## config.mk

```make
export PLATFORM = sky130hd
export DESIGN_NAME = trail_vertex_ctrl
export DESIGN_NICKNAME = d
export VERILOG_FILES = /design/src/rtl/trail_vertex_ctrl.sv
export SDC_FILE = /design/constraint.sdc
export NUM_CORES = 1
export LEC_CHECK = 0
export ABC_AREA = 1
export ABC_CLOCK_PERIOD_IN_PS = 10050
export CAP_MARGIN = 20
export CORE_ASPECT_RATIO = 1.25
export CORE_MARGIN = 4
export CORE_UTILIZATION = 41
export CTS_CLUSTER_SIZE = 40
export DETAILED_ROUTE_END_ITERATION = 8
export SKIP_CTS_REPAIR_TIMING = 1
export SLEW_MARGIN = 0
export SYNTH_ARGS = -nofsm -noshare
export SYNTH_HDL_FRONTEND = slang
export SYNTH_SLANG_ARGS = --single-unit
export TNS_END_PERCENT = 10
```

## constraint.sdc

```tcl
create_clock -name clk -period 10.05 [get_ports clk]
set_input_delay 2.01 -clock clk [delete_from_list [all_inputs] [get_ports clk]]
set_output_delay 2.01 -clock clk [all_outputs]
set_load 0.1 [all_outputs]
```

## src/rtl/trail_vertex_ctrl.sv

```systemverilog
// trail_vertex_ctrl: line-body vertex store with frame-synchronous commit.
// Presses are staged in a small FIFO and written into a circular vertex RAM
// only at frame start, so the renderer always sees a frame-stable set.
// Optional feature: define TRAIL_DEDUP_EN to drop presses that repeat the
// most recently accepted vertex.
module trail_vertex_ctrl #(
   parameter int DEPTH   = 16,
   parameter int AW      = 4,
   parameter int CW      = 16,
   parameter int PEND    = 2,
   parameter int START_X = 336,
   parameter int START_Y = 240
) (
   input  logic          clk,
   input  logic          reset_n,
   input  logic          press,
   input  logic [CW-1:0] head_x,
   input  logic [CW-1:0] head_y,
   input  logic          frame_start,
   input  logic          clear,
   input  logic          rd_req,
   input  logic [AW-1:0] rd_idx,
   output logic          rd_vld,
   output logic          rd_inrange,
   output logic [CW-1:0] rd_x,
   output logic [CW-1:0] rd_y,
   output logic [AW:0]   view_cnt,
   output logic          busy,
   output logic          ovf
);

   typedef enum logic [1:0] {S_CLEAR, S_IDLE, S_COMMIT, S_SNAP} state_t;

   localparam int PW = (PEND > 1) ? $clog2(PEND) : 1;
   localparam int NW = $clog2(PEND + 1);
   localparam logic [CW-1:0] SX = CW'(START_X);
   localparam logic [CW-1:0] SY = CW'(START_Y);

   state_t          state;
   logic [2*CW-1:0] mem [DEPTH];
   logic [2*CW-1:0] fifo_mem [PEND];
   logic [PW-1:0]   fifo_rd;
   logic [PW-1:0]   fifo_wr;
   logic [NW-1:0]   fifo_cnt;
   logic [NW-1:0]   commit_n;
   logic [NW-1:0]   commit_left;
   logic [AW-1:0]   clr_idx;
   logic [AW-1:0]   wr_ptr;
   logic [AW-1:0]   view_head;

   logic            pop;
   logic            has_space;
   logic            press_live;
   logic            dup;
   logic            push;
   logic            drop;
   logic            mem_we;
   logic [AW-1:0]   mem_wa;
   logic [2*CW-1:0] mem_wd;
   logic [AW-1:0]   rd_addr;
   logic            rd_hit;
   logic [2*CW-1:0] rd_word;
   logic [AW+1:0]   cnt_sum;

`ifdef TRAIL_DEDUP_EN
   logic [2*CW-1:0] last_xy;
`endif

   function automatic logic [PW-1:0] ptr_inc(input logic [PW-1:0] p);
      return (p == PW'(PEND - 1)) ? '0 : p + 1'b1;
   endfunction

   assign busy       = (state != S_IDLE);
   assign pop        = (state == S_COMMIT) && !clear;
   assign has_space  = (fifo_cnt < NW'(PEND)) || pop;
   assign press_live = press && (state != S_CLEAR) && !clear;
`ifdef TRAIL_DEDUP_EN
   assign dup        = ({head_x, head_y} == last_xy);
`else
   assign dup        = 1'b0;
`endif
   assign push       = press_live && !dup && has_space;
   assign drop       = press_live && !dup && !has_space;

   assign rd_addr    = view_head - AW'(1) - rd_idx;
   assign rd_hit     = ({1'b0, rd_idx} < view_cnt);
   assign rd_word    = mem[rd_addr];
   assign cnt_sum    = {1'b0, view_cnt} + (AW+2)'(commit_n);

   // Select the single RAM writer: the CLEAR sweep or the oldest staged vertex during COMMIT.
   always_comb begin
      mem_we = 1'b0;
      mem_wa = wr_ptr;
      mem_wd = fifo_mem[fifo_rd];
      if (state == S_CLEAR) begin
         mem_we = 1'b1;
         mem_wa = clr_idx;
         mem_wd = {SX, SY};
      end else if (pop) begin
         mem_we = 1'b1;
      end
   end

   // Vertex RAM and staging storage; contents need no reset since pointers and counts gate them.
   always_ff @(posedge clk) begin
      if (mem_we) mem[mem_wa] <= mem_wd;
      if (push) fifo_mem[fifo_wr] <= {head_x, head_y};
   end

   // Control FSM, staging pointers, view snapshot and registered read response.
   always_ff @(posedge clk) begin
      if (!reset_n) begin
         state       <= S_CLEAR;
         clr_idx     <= '0;
         wr_ptr      <= '0;
         view_head   <= '0;
         view_cnt    <= '0;
         ovf         <= 1'b0;
         fifo_rd     <= '0;
         fifo_wr     <= '0;
         fifo_cnt    <= '0;
         commit_n    <= '0;
         commit_left <= '0;
         rd_vld      <= 1'b0;
         rd_inrange  <= 1'b0;
         rd_x        <= SX;
         rd_y        <= SY;
`ifdef TRAIL_DEDUP_EN
         last_xy     <= {SX, SY};
`endif
      end else begin
         rd_vld <= 1'b0;
         if ((state == S_IDLE) && rd_req) begin
            rd_vld     <= 1'b1;
            rd_inrange <= rd_hit;
            rd_x       <= rd_hit ? rd_word[2*CW-1:CW] : SX;
            rd_y       <= rd_hit ? rd_word[CW-1:0]    : SY;
         end
         if (push) begin
            fifo_wr <= ptr_inc(fifo_wr);
`ifdef TRAIL_DEDUP_EN
            last_xy <= {head_x, head_y};
`endif
         end
         if (pop) begin
            fifo_rd <= ptr_inc(fifo_rd);
            wr_ptr  <= wr_ptr + AW'(1);
         end
         fifo_cnt <= fifo_cnt + NW'(push) - NW'(pop);
         if (drop) ovf <= 1'b1;

         if (clear || (state == S_CLEAR)) begin
            fifo_rd   <= '0;
            fifo_wr   <= '0;
            fifo_cnt  <= '0;
            wr_ptr    <= '0;
            view_head <= '0;
            view_cnt  <= '0;
            ovf       <= 1'b0;
`ifdef TRAIL_DEDUP_EN
            last_xy   <= {SX, SY};
`endif
         end

         if (clear) begin
            state   <= S_CLEAR;
            clr_idx <= '0;
         end else begin
            case (state)
               S_CLEAR: begin
                  clr_idx <= clr_idx + AW'(1);
                  if (clr_idx == AW'(DEPTH - 1)) state <= S_IDLE;
               end
               S_IDLE: begin
                  if (frame_start && (fifo_cnt != '0)) begin
                     state       <= S_COMMIT;
                     commit_n    <= fifo_cnt;
                     commit_left <= fifo_cnt;
                  end
               end
               S_COMMIT: begin
                  commit_left <= commit_left - NW'(1);
                  if (commit_left == NW'(1)) state <= S_SNAP;
               end
               S_SNAP: begin
                  view_head <= wr_ptr;
                  view_cnt  <= (cnt_sum > (AW+2)'(DEPTH)) ? (AW+1)'(DEPTH) : cnt_sum[AW:0];
                  state     <= S_IDLE;
               end
               default: state <= S_CLEAR;
            endcase
         end
      end
   end

endmodule

```

==> flow_metrics.tcl <==
set metrics [dict create \
    cts_tree "done" \
    reg2reg_to "rd_y[2]$_SDFFE_PN0P_" \
    pwr_density_cell_nw_per_um2 181.3 \
    io_buffers 82 \
    wl_met2_um 34710 \
    final_antenna_net_count 0 \
    synth-main-ff-cell "edfxtp_1" \
    worstSetupPathType "primary input to flop" \
    place_congestion 0.7899 \
    relSlewSlack 0.2256 \
    layout-drive-gt1-share 0.06914 \
    seq_area_um2 18560 \
    netlist.area_leader.share 0.6777 \
    power_switching_share 0.2126 \
    synth_area_um2 25520 \
    clkPwrFrac 0.419 \
    initialDrtViolationCount 1535 \
    ff2ff_setup_slack_ns 6.34 \
    seqPwrFrac 0.540 \
    clock-skew-final_ns 0.02226 \
    die_x_um 231.2 \
    tns_ns 0 \
    wl_um 67840 \
    cp.required_ns 10.50 \
    synth_area_leader_cell "edfxtp_1" \
    route.detailed.drc 0 \
    synth.distinct_cells 30 \
    synth-seq-area-share 0.7272 \
    p_leak_nw 10.38 \
    grt.overflow.total 0 \
    vias_per_cell 5.311 \
    slew_violations 0 \
    min_from "ovf$_SDFFE_PP0P_" \
    p_sw_w 0.001133 \
    worstSkewPairLatency_ns 0.62 \
    crit_family "buffers and inverters" \
    nets 2326 \
    setup_viol 0 \
    coreArea_um2 61770 \
    top_layer_used "met4" \
    crit_top_cell "nand3_1" \
    path_clk_slew_ns 0.07 \
    vias 16710 \
    combinationalPowerShare 0.041 \
    antenna_found_initial 0 \
    cts-htree-levels 2 \
    crit_fanout 73 \
    grt_usage 0.2013 \
    worst-path-buf-inv 4 \
    peakVddDrop_mv 0.1376 \
    min_to "ovf$_SDFFE_PP0P_" \
    synth_edf_count 576 \
    end_kind "flop" \
    dieHeight_um 286.9 \
    drt_pass1_iterations 6 \
    status "finished clean" \
    cap_violations 0 \
    startpoint_type "primary input" \
    min_path_cells 2 \
    fill_cells 5600 \
    synth_seq_cells 639 \
    met1Wirelength_um 27820 \
    synth_common_cells "585 x nand2_1, 576 x edfxtp_1, 443 x nand3_1, 143 x nor2_1, 85 x inv_1" \
    critPathArrivalTime_ns 5.78 \
    root_buffer "clkbuf_16" \
    place_hpwl_um 34820 \
    synthCells 2204 \
    grt_pass1_wl_um 101400 \
    clock_sinks 639 \
    fmax_mhz 187.5 \
    yosys_warnings 0 \
    ys_top_cells_by_area "edfxtp_1 68%, nand3_1 8.7%, nand2_1 8.6%" \
    cell_internal_pwr_w 0.004198 \
    avgRoutedWirePerCell_um 21.56 \
    finalHoldViolCount 0 \
    num_antenna_cells 0 \
    grt_pass1_vias 16140 \
    crit_start "rd_idx[0]" \
    syn_area_per_cell_um2 11.58 \
    r2r_cells 9 \
    slowest_delay_ns 0.87 \
    rows 102 \
    layout_min_cycle_time_ns 5.332 \
    rsz0062_at_grt "no" \
    timing.rr.start "view_head[0]$_SDFF_PN0_" \
    yosysMostFrequentCell "nand2_1" \
    areaGrowthSynthToFinish_pct 15.22 \
    syn-num-nets 2265 \
    num_io_pins 83 \
    numCtsBuffers 59 \
    die_area_um2 66330 \
    route.met3.wl_um 3630 \
    placedCellCount 3027 \
    async_reset_ff_frac 0 \
    hold_path.class "flop to flop" \
    worst_pin_slew_ns 1.162 \
    multi_input_area_um2 6309 \
    instances_no_fill 3146 \
    start_util 0.4132 \
    fin_crit_sh 0.5306 \
    crit_slowest_cell "fa_4" \
    cp_cell_sequence "clkdlybuf4s50_1 -> inv_1 -> ha_4 -> fa_4 -> inv_6 -> buf_4 -> nand3_1 -> nand3_1 -> nand3_1 -> nand3_1 -> a21oi_1" \
    clock_path_buffers 3 \
    grt_max_degree 108 \
]
-- worst max-delay path by stage --
stage,end,slack (ns),depth (start not counted)
after floorplan,mem[13][0]$_DFFE_PP_,5.50,5
after global placement,rd_y[6]$_SDFFE_PN1P_,4.12,13
after detailed placement,rd_y[2]$_SDFFE_PN0P_,4.15,11
after CTS,rd_y[2]$_SDFFE_PN0P_,4.79,11
after global routing,rd_y[7]$_SDFFE_PN1P_,4.55,13
final,rd_y[2]$_SDFFE_PN0P_,4.72,11
-- per-layer routing --
| layer | vias up | global-route usage |
|---|---|---|
| met2 | 517 | 0.3599 |
| met4 | 0 | 0.05264 |
| met1 | 8267 | 0.2601 |
| met5 | - | 0 |
| met3 | 103 | 0.02528 |
| li1 | 7822 | - |
-- worst register-to-register path, delay by kind of cell (launching register included) --
kind / cells / cell delay (ns)
fa+ha+maj: 2 / 1.04
compound gates: 1 / 0.08
simple gates: 4 / 0.59
buf+inv: 2 / 1.52
flops: 1 / 0.34
-- through the flow --
step	total power, W	hold slack, ns	worst slack, ns	utilization	cell area [um^2]
after floorplan	0.003075	0.4478	5.503	-	25520
after global placement	0.003154	0.4435	4.124	0.4423	27320
after detailed placement	0.003156	0.4554	4.148	0.4423	27320
after CTS	0.005364	0.4684	4.793	0.4737	29260
after global routing	0.005510	0.4881	4.555	0.4760	29400
final	0.005332	0.4658	4.718	0.4760	29400
-- state kept, by name, indices dropped and copies added, names as in the netlist, named ones only --
name,cells
ovf,1
fifo_wr,1
commit_left,2
rd_x,16
commit_n,2
wr_ptr,4
rd_y,16
clr_idx,4
view_cnt,5
rd_vld,1
state,2
fifo_mem,64
fifo_cnt,2
fifo_rd,1
mem,512
rd_inrange,1
view_head,4
-- placed cells by master, fill, tap and decap left out, types with 2 or more instances in the layout --
master           count
o21a_1               3
buf_4               35
nor3_1               3
clkbuf_16           59
ha_1                16
o211ai_1            14
nand3b_1             2
dfxtp_1             63
inv_6                4
or2_2                2
o21ai_0             67
clkbuf_1            14
clkdlybuf4s50_1     82
clkinv_1             7
clkbuf_8            12
inv_1               84
buf_6                2
nor2_1             125
clkinvlp_4           4
nand2_1            584
nand3_1            443
a211oi_1             2
a21oi_1             54
clkinv_2             8
a22oi_1              4
buf_16               2
edfxtp_1           576
xor2_1               3
bufinv_16            4
nand4_1              3
nor2_4              18
-- kinds of logic (layout without fill, tap and decap cells) --
family                     count (synthesis)  in the layout  synth area share
adders and majority gates                 19             19          0.009903
DFF                                      639            639            0.7272
and+or+nand+nor                         1183           1183            0.1968
xor gates and xnor gates                   6              6          0.002648
AOI/OAI and AO/OA                        145            145           0.03074
buffers and inverters                    212            322           0.03270
-- cell type report --
| type | count | area share |
|---|---|---|
| inverter | 87 | 0.01145 |
| tap | 832 | 0.03540 |
| clock buffer | 82 | 0.05621 |
| multi-input combinational | 1353 | 0.2145 |
| clock inverter | 28 | 0.009702 |
| timing repair buffer | 125 | 0.04157 |
| sequential | 639 | 0.6311 |
-- power by group through the flow --
stage	logic (W)	registers [W]	clock network (W)
global placement	0.000217	0.00294	0
detailed placement	0.000218	0.00294	0
floorplan	0.000138	0.00294	0
global route	0.000242	0.00288	0.00239
CTS	0.000219	0.00288	0.00227
finish	0.000220	0.00288	0.00223
(Power assumes the default switching activity.)
